## src/rtl/vga_pkg.sv

```systemverilog
`default_nettype none
// ============================================================================
//  Module      : vga_pkg
//  Description : 640x480@60 VGA timing defaults, NES window geometry, RGB type
//                and the 64-entry NES 2C02 palette.
//  Revision    : 1.0 - initial release
// ============================================================================
package vga_pkg;

    localparam int VGA_H_ACTIVE = 640;
    localparam int VGA_H_FP     = 16;
    localparam int VGA_H_SYNC   = 96;
    localparam int VGA_H_BP     = 48;
    localparam int VGA_V_ACTIVE = 480;
    localparam int VGA_V_FP     = 10;
    localparam int VGA_V_SYNC   = 2;
    localparam int VGA_V_BP     = 33;

    localparam int VGA_H_TOTAL      = VGA_H_ACTIVE + VGA_H_FP + VGA_H_SYNC + VGA_H_BP;
    localparam int VGA_V_TOTAL      = VGA_V_ACTIVE + VGA_V_FP + VGA_V_SYNC + VGA_V_BP;
    localparam int VGA_H_SYNC_START = VGA_H_ACTIVE + VGA_H_FP;
    localparam int VGA_H_SYNC_END   = VGA_H_SYNC_START + VGA_H_SYNC;
    localparam int VGA_V_SYNC_START = VGA_V_ACTIVE + VGA_V_FP;
    localparam int VGA_V_SYNC_END   = VGA_V_SYNC_START + VGA_V_SYNC;

    localparam int VGA_X_OFFSET = 64;
    localparam bit VGA_SYNC_POL = 1'b0;

    localparam int NES_W = 256;
    localparam int NES_H = 240;

    typedef struct packed {
        logic [7:0] r;
        logic [7:0] g;
        logic [7:0] b;
    } rgb_t;

    localparam rgb_t PALETTE [64] = '{
        24'h7C7C7C, 24'h0000FC, 24'h0000BC, 24'h4428BC, 24'h940084, 24'hA80020, 24'hA81000, 24'h881400,
        24'h503000, 24'h007800, 24'h006800, 24'h005800, 24'h004058, 24'h000000, 24'h000000, 24'h000000,
        24'hBCBCBC, 24'h0078F8, 24'h0058F8, 24'h6844FC, 24'hD800CC, 24'hE40058, 24'hF83800, 24'hE45C10,
        24'hAC7C00, 24'h00B800, 24'h00A800, 24'h00A844, 24'h008888, 24'h000000, 24'h000000, 24'h000000,
        24'hF8F8F8, 24'h3CBCFC, 24'h6888FC, 24'h9878F8, 24'hF878F8, 24'hF85898, 24'hF87858, 24'hFCA044,
        24'hF8B800, 24'hB8F818, 24'h58D854, 24'h58F898, 24'h00E8D8, 24'h787878, 24'h000000, 24'h000000,
        24'hFFFFFF, 24'hA4E4FC, 24'hB8B8F8, 24'hD8B8F8, 24'hF8B8F8, 24'hF8A4C0, 24'hF0D0B0, 24'hFCE0A8,
        24'hF8D878, 24'hD8F878, 24'hB8F8B8, 24'hB8F8D8, 24'h00FCFC, 24'hF8D8F8, 24'h000000, 24'h000000
    };

endpackage
`default_nettype wire

```

## src/rtl/vga_timing.sv

```systemverilog
`default_nettype none
// ============================================================================
//  Module      : vga_timing
//  Description : Raster counters with undelayed sync/blank decode and a
//                registered one-clock frame-end pulse.
//  Revision    : 1.0 - initial release
// ============================================================================
module vga_timing
    import vga_pkg::*;
#(
    parameter int H_ACTIVE = VGA_H_ACTIVE,
    parameter int H_FP     = VGA_H_FP,
    parameter int H_SYNC   = VGA_H_SYNC,
    parameter int H_BP     = VGA_H_BP,
    parameter int V_ACTIVE = VGA_V_ACTIVE,
    parameter int V_FP     = VGA_V_FP,
    parameter int V_SYNC   = VGA_V_SYNC,
    parameter int V_BP     = VGA_V_BP
) (
    input  logic       clk,
    input  logic       rst,
    output logic [9:0] o_hcount,
    output logic [9:0] o_vcount,
    output logic       o_hs_act,
    output logic       o_vs_act,
    output logic       o_blank_n,
    output logic       o_frame_end
);

    localparam logic [9:0] c_h_last   = 10'(H_ACTIVE + H_FP + H_SYNC + H_BP - 1);
    localparam logic [9:0] c_v_last   = 10'(V_ACTIVE + V_FP + V_SYNC + V_BP - 1);
    localparam logic [9:0] c_h_active = 10'(H_ACTIVE);
    localparam logic [9:0] c_v_active = 10'(V_ACTIVE);
    localparam logic [9:0] c_hs_start = 10'(H_ACTIVE + H_FP);
    localparam logic [9:0] c_hs_end   = 10'(H_ACTIVE + H_FP + H_SYNC);
    localparam logic [9:0] c_vs_start = 10'(V_ACTIVE + V_FP);
    localparam logic [9:0] c_vs_end   = 10'(V_ACTIVE + V_FP + V_SYNC);

    logic [9:0] r_hcount;
    logic [9:0] r_vcount;
    logic       r_frame_end;

    always_ff @(posedge clk or posedge rst) begin
        if (rst) begin
            r_hcount    <= 10'd0;
            r_vcount    <= 10'd0;
            r_frame_end <= 1'b0;
        end else begin
            // Pulse lands on the clock after the raster enters the first blank line.
            r_frame_end <= (r_hcount == 10'd0) && (r_vcount == c_v_active);
            if (r_hcount == c_h_last) begin
                r_hcount <= 10'd0;
                r_vcount <= (r_vcount == c_v_last) ? 10'd0 : r_vcount + 10'd1;
            end else begin
                r_hcount <= r_hcount + 10'd1;
            end
        end
    end

    assign o_hcount    = r_hcount;
    assign o_vcount    = r_vcount;
    assign o_hs_act    = (r_hcount >= c_hs_start) && (r_hcount < c_hs_end);
    assign o_vs_act    = (r_vcount >= c_vs_start) && (r_vcount < c_vs_end);
    assign o_blank_n   = (r_hcount < c_h_active) && (r_vcount < c_v_active);
    assign o_frame_end = r_frame_end;

endmodule
`default_nettype wire

```

## src/rtl/vga_scanout.sv

```systemverilog
`default_nettype none
// ============================================================================
//  Module      : vga_scanout
//  Description : Reads the NES frame buffer 2x-scaled into a centred window
//                and drives 24-bit VGA colour with sync aligned to the pixels.
//  Revision    : 1.0 - initial release
// ============================================================================
module vga_scanout
    import vga_pkg::*;
#(
    parameter int H_ACTIVE = VGA_H_ACTIVE,
    parameter int H_FP     = VGA_H_FP,
    parameter int H_SYNC   = VGA_H_SYNC,
    parameter int H_BP     = VGA_H_BP,
    parameter int V_ACTIVE = VGA_V_ACTIVE,
    parameter int V_FP     = VGA_V_FP,
    parameter int V_SYNC   = VGA_V_SYNC,
    parameter int V_BP     = VGA_V_BP,
    parameter int X_OFFSET = VGA_X_OFFSET,
    parameter bit SYNC_POL = VGA_SYNC_POL
) (
    input  logic        vga_clock,
    input  logic        rst,
    input  logic [5:0]  q,
    output logic        rd,
    output logic [15:0] rd_addr,
    output logic        vga_frame_end,
    output logic        vga_hs,
    output logic        vga_vs,
    output logic        vga_blank_n,
    output logic [7:0]  vga_r,
    output logic [7:0]  vga_g,
    output logic [7:0]  vga_b
);

    localparam logic [9:0] c_win_start = 10'(X_OFFSET);
    localparam logic [9:0] c_win_end   = 10'(X_OFFSET + 2 * NES_W);
    localparam logic [9:0] c_v_active  = 10'(V_ACTIVE);

    logic [9:0] w_hcount;
    logic [9:0] w_vcount;
    logic       w_hs_act;
    logic       w_vs_act;
    logic       w_blank_n;
    logic       w_win;
    logic [7:0] w_x_nes;
    logic [7:0] w_y_nes;

    logic       r_win_d1;
    logic       r_hs_act_d1;
    logic       r_vs_act_d1;
    logic       r_blank_n_d1;
    logic       r_hs_d2;
    logic       r_vs_d2;
    logic       r_blank_n_d2;
    rgb_t       r_rgb;

    vga_timing #(
        .H_ACTIVE (H_ACTIVE),
        .H_FP     (H_FP),
        .H_SYNC   (H_SYNC),
        .H_BP     (H_BP),
        .V_ACTIVE (V_ACTIVE),
        .V_FP     (V_FP),
        .V_SYNC   (V_SYNC),
        .V_BP     (V_BP)
    ) u_timing (
        .clk         (vga_clock),
        .rst         (rst),
        .o_hcount    (w_hcount),
        .o_vcount    (w_vcount),
        .o_hs_act    (w_hs_act),
        .o_vs_act    (w_vs_act),
        .o_blank_n   (w_blank_n),
        .o_frame_end (vga_frame_end)
    );

    // Halving both coordinates repeats every NES pixel on two clocks and two lines.
    always_comb begin
        w_win   = (w_hcount >= c_win_start) && (w_hcount < c_win_end) && (w_vcount < c_v_active);
        w_x_nes = 8'((w_hcount - c_win_start) >> 1);
        w_y_nes = 8'(w_vcount >> 1);
    end

    assign rd      = w_win;
    assign rd_addr = w_win ? {w_y_nes, w_x_nes} : 16'h0000;

    always_ff @(posedge vga_clock or posedge rst) begin
        if (rst) begin
            r_win_d1     <= 1'b0;
            r_hs_act_d1  <= 1'b0;
            r_vs_act_d1  <= 1'b0;
            r_blank_n_d1 <= 1'b0;
            r_hs_d2      <= ~SYNC_POL;
            r_vs_d2      <= ~SYNC_POL;
            r_blank_n_d2 <= 1'b0;
            r_rgb        <= '0;
        end else begin
            r_win_d1     <= w_win;
            r_hs_act_d1  <= w_hs_act;
            r_vs_act_d1  <= w_vs_act;
            r_blank_n_d1 <= w_blank_n;
            r_hs_d2      <= r_hs_act_d1 ? SYNC_POL : ~SYNC_POL;
            r_vs_d2      <= r_vs_act_d1 ? SYNC_POL : ~SYNC_POL;
            r_blank_n_d2 <= r_blank_n_d1;
            // q is only trusted when it answers a read issued one clock earlier.
            r_rgb        <= r_win_d1 ? PALETTE[q] : '0;
        end
    end

    assign vga_hs      = r_hs_d2;
    assign vga_vs      = r_vs_d2;
    assign vga_blank_n = r_blank_n_d2;
    assign vga_r       = r_rgb.r;
    assign vga_g       = r_rgb.g;
    assign vga_b       = r_rgb.b;

endmodule
`default_nettype wire

```

## config.mk

```make
export PLATFORM = sky130hd
export DESIGN_NAME = vga_scanout
export DESIGN_NICKNAME = d
export VERILOG_FILES = /design/src/rtl/vga_pkg.sv /design/src/rtl/vga_timing.sv /design/src/rtl/vga_scanout.sv
export SDC_FILE = /design/constraint.sdc
export NUM_CORES = 1
export LEC_CHECK = 0
export BUFFER_PORTS_ARGS = -buffer_cell sky130_fd_sc_hd__buf_2
export CAP_MARGIN = 20
export CORE_UTILIZATION = 52
export CTS_CLUSTER_SIZE = 20
export DETAILED_ROUTE_END_ITERATION = 8
export PLACE_DENSITY_LB_ADDON = 0.3
export SETUP_SLACK_MARGIN = 0.15
export SLEW_MARGIN = 20
export SYNTH_ARGS = -nofsm -noshare
export SYNTH_HDL_FRONTEND = slang
export SYNTH_SLANG_ARGS = --single-unit
```

## constraint.sdc

```tcl
create_clock -name vga_clock -period 1.7 [get_ports vga_clock]
set_input_delay 0.17 -clock vga_clock [delete_from_list [all_inputs] [get_ports vga_clock]]
set_output_delay 0.17 -clock vga_clock [all_outputs]
set_load 0.02 [all_outputs]
```

==> flow_summary_export.csv <==
group,metric,value,unit
timing,slew_headroom,72.4,%
drt,dr_iter_0_viols,511,
run_status,outcome,"complete, but fails checks",
final_layout,area_growth_syn_to_layout,39.1,%
drt,drc,0,
global_route,grt_util_overall,32.3,%
synth,post_synth_design_cell_area,0.00344,mm²
die,die_x,83.3,µm
synth,post_synth_xor_area_fraction,2.29,%
critical_path,reg2regPathDepth,10,
synth,synth_compound_area_share,22.9,%
critical_path,worst_setup_path_start_kind,"flip-flop",
place,area_after_detailed_placement,0.00423,mm²
pwr,ir_worst_vdd,374,µV
die,floorplan.die_area,0.00694,mm²
critical_path,crit_path_max_fanout,9,
critical_path,critical_path.endpoint_type,"output port",
synth,synthTopCellsByCount,"dfrtp_1 (45), nand2_1 (34), o21ai_0 (28)",
final_layout,final_cell_count_no_fill,588,
clocking,clock_sinks,47,
run_status,failed_checks,"setup timing",
place,place.port_buffers,52,
global_route,grt_antenna_before_repair,0,
pwr,leakagePower,0.00231,µW
timing,worst_slew_pin_slew,409,ps
global_route,grt_use_met2,52.8,%
critical_path,timing_worst_setup_path_type,"flip-flop to output port",
global_route,gr-total-overflow,0,
clocking,clock_pin_slew_on_the_worst_setup_and_hold_paths,90,ps
global_route,grt_pass1_wl,17.9,mm
drt,wirelength,11.6,mm
synth,synth_top_area_cell,"dfrtp_1",
worst_hold_path,whs_path_depth,2,
place,gp_congestion,1.03,
timing,finalSetupViolCount,32,
synth,post_synth_num_cell_types,64,
drt,ant_nets,0,
timing,finalCriticalPeriod,2090,ps
synth,yosysTopAreaCellShare,32.8,%
synth,mux_contribution_to_synthesized_area,3.64,%
critical_path,endpoint_of_the_lowest_slack_register_to_register_path,"u_timing.o_vcount[3]",
die,num_rows,29,
synth,synth_simple_gate_area_share,22.4,%
timing,fin_ws,-390,ps
timing,clock_skews,13.7,ps
synth,synth-adder-area-share,6.91,%
global_route,vias_in_the_first_global_route,3511,
drt,viasPerCell,6.36,
die,die_y,83.3,µm
critical_path,cp_data_required_time,1530,ps
timing,timing.final.max_slew_violations,0,
synth,synth-edff-count,0,
synth,ys_seq_area_share,34.3,%
clocking,clock-root-buffer,"clkbuf_8",
die,core_region_area,0.00635,mm²
final_layout,fillers,417,
clocking,insertion_delay,300,ps
drt,wl_cell,19.7,µm
timing,timing.fmax,478,MHz
synth,postSynth.asyncResetShare,100,%
clocking,maximum_buffer_depth_of_the_clock_tree,2,
worst_hold_path,timing.hold.worst.class,"input port to flip-flop",
timing,hold_violations,0,
synth,ys_seq_elements,47,
final_layout,diodes,0,
worst_hold_path,hold-path-endpoint,"vga_b[6]",
synth,leading_post_synthesis_cells_by_cell_area,"dfrtp_1 (33%), ha_1 (6.9%), o21ai_0 (4.1%), nand2_1 (3.7%), a21oi_1 (3.5%)",
synth,yosys.cell_count.top_type,"dfrtp_1",
synth,synthesized_net_count,426,
clocking,tritoncts,"yes",
place,numPlacedInstances,565,
critical_path,timing.rr.start,"u_timing.o_hcount[0]",
clocking,cts-buffers-inserted,5,
clocking,cts_max_level,2,
synth,postSynth.topFlopCell,"dfrtp_1",
synth,post_synth_inst_count,399,
global_route,globalRouteMet3Util,5.67,%
timing,rsz0062_at_grt,"true",
synth,mean_area_per_synthesized_cell,8.62,µm²
drt,detail_route.first_pass.iterations,6,
pwr,total_power,2270,µW
global_route,grt.busiest_layer,"met2",
final_layout,drive_gt1_share,41.5,%
global_route,grt.met1_usage,43.1,%
critical_path,worstPathArrival,1920,ps
timing,post-route-period-util,123,%
final_layout,post-route-cell-area,0.00478,mm²
final_layout,design.final.nets,537,
run,cap_violations,0,
pwr,power_density,475,mW/mm²
synth,yosysWarningCount,0,
die,io_pins,53,
critical_path,rrSetupSlack,-230,ps
global_route,largest_net_degree_at_the_start_of_global_routing,39,
worst_hold_path,worst_hold_startpoint,"q[5]",
drt,vias,3739,
synth,main_combinational_cell_family_by_area_after_synthesis,"compound AO/OA/AOI/OAI gates",
place,post-dp-hpwl,7.55,mm
die,start_util,54.1,%
registers in the layout, indices dropped and copies added (netlist names), 6 cells and up:
| name | count |
|---|---|
| u_timing.o_hcount | 10 |
| u_timing.o_vcount | 10 |
| vga_r | 7 |
| vga_b | 6 |
| vga_g | 6 |
placed cells by master, fill, tap and decap left out, types with 9 or more instances in the layout:
| cell | count |
|---|---|
| buf_6 | 26 |
| a21oi_1 | 22 |
| nand2_1 | 32 |
| dfrtp_1 | 45 |
| inv_1 | 17 |
| nand2b_1 | 17 |
| ha_1 | 12 |
| buf_2 | 36 |
| o22ai_1 | 9 |
| o21ai_0 | 21 |
| nand3_1 | 9 |
| and2_4 | 10 |
| buf_4 | 72 |
through the flow:
step                      util, %  setup WS, ps  TNS [ps]  hold slack (ps)
after floorplan                 -          5.15         0              331
after global placement       66.5          -215      -901              105
after detailed placement     66.5          -225     -1750              116
after CTS                    72.7          -368     -5640              263
after global routing         75.3          -488    -10040              304
final                        75.3          -390     -7540              271
where the power goes:
| part | internal [µW] | total, µW | switching (µW) | leakage, µW |
|---|---|---|---|---|
| clock network | 291 | 693 | 403 | 0.0000483 |
| logic | 187 | 460 | 274 | 0.00164 |
| registers | 1120 | 1120 | 0 | 0.000625 |
| total | 1590 | 2270 | 676 | 0.00231 |
repair_timing:
| action | 4_1_cts | 5_1_grt |
|---|---|---|
| endpoints found under the setup margin | 29 | 37 |
| buffers inserted | 9 | 5 |
| gates resized for setup | 57 | 32 |
| gates cloned | 0 | 0 |
| hold buffers | 1 | 0 |
| pin swaps | 15 | 13 |
| endpoints found under the hold margin | 8 | 0 |
final cells by class:
class                           count  area (µm²)  share of cell area [%]
Clock buffer                        5        68.8                    1.44
Inverter                           23        86.3                    1.81
Tap cell                           77        96.3                    2.01
Multi-Input combinational cell    295        2250                    47.0
Clock inverter                      3        18.8                   0.392
Timing Repair Buffer              138        1080                    22.7
Sequential cell                    47        1180                    24.6
routing by layer:
metal | routed length, µm | vias to the layer above
met3 | 1020 | 55
met4 | 422 | 0
li1 | - | 1667
met2 | 5510 | 245
met1 | 4650 | 1772
met5 | 0 | -
kinds of logic (layout without fill, tap and decap cells):
family	count (synthesis)	count (layout)
fa+ha+maj	19	19
mux	12	12
buf+inv	57	169
flops	47	47
simple gates	136	136
xor+xnor	9	9
compound gates	119	119
critical path, cell delays in order (launching register included):
cell	delay, ps
dfrtp_1	420
nor4_4	350
a311oi_2	150
a211oi_2	210
buf_4	210
and2_2	170
buf_6	120
worst max path at each step:
stage / start / endpoint / slack [ps] / cells after the start
global placement: q[0] / vga_g[5] / -210 / 8
detailed placement: q[0] / vga_g[5] / -220 / 8
floorplan: u_timing.o_hcount[2] / rd_addr[10] / 5 / 5
CTS: u_timing.o_hcount[5] / rd_addr[7] / -370 / 6
global route: u_timing.o_hcount[5] / rd_addr[7] / -490 / 6
finish: u_timing.o_hcount[5] / rd_addr[15] / -390 / 6
Note: power is estimated with default switching activity, not from simulation.
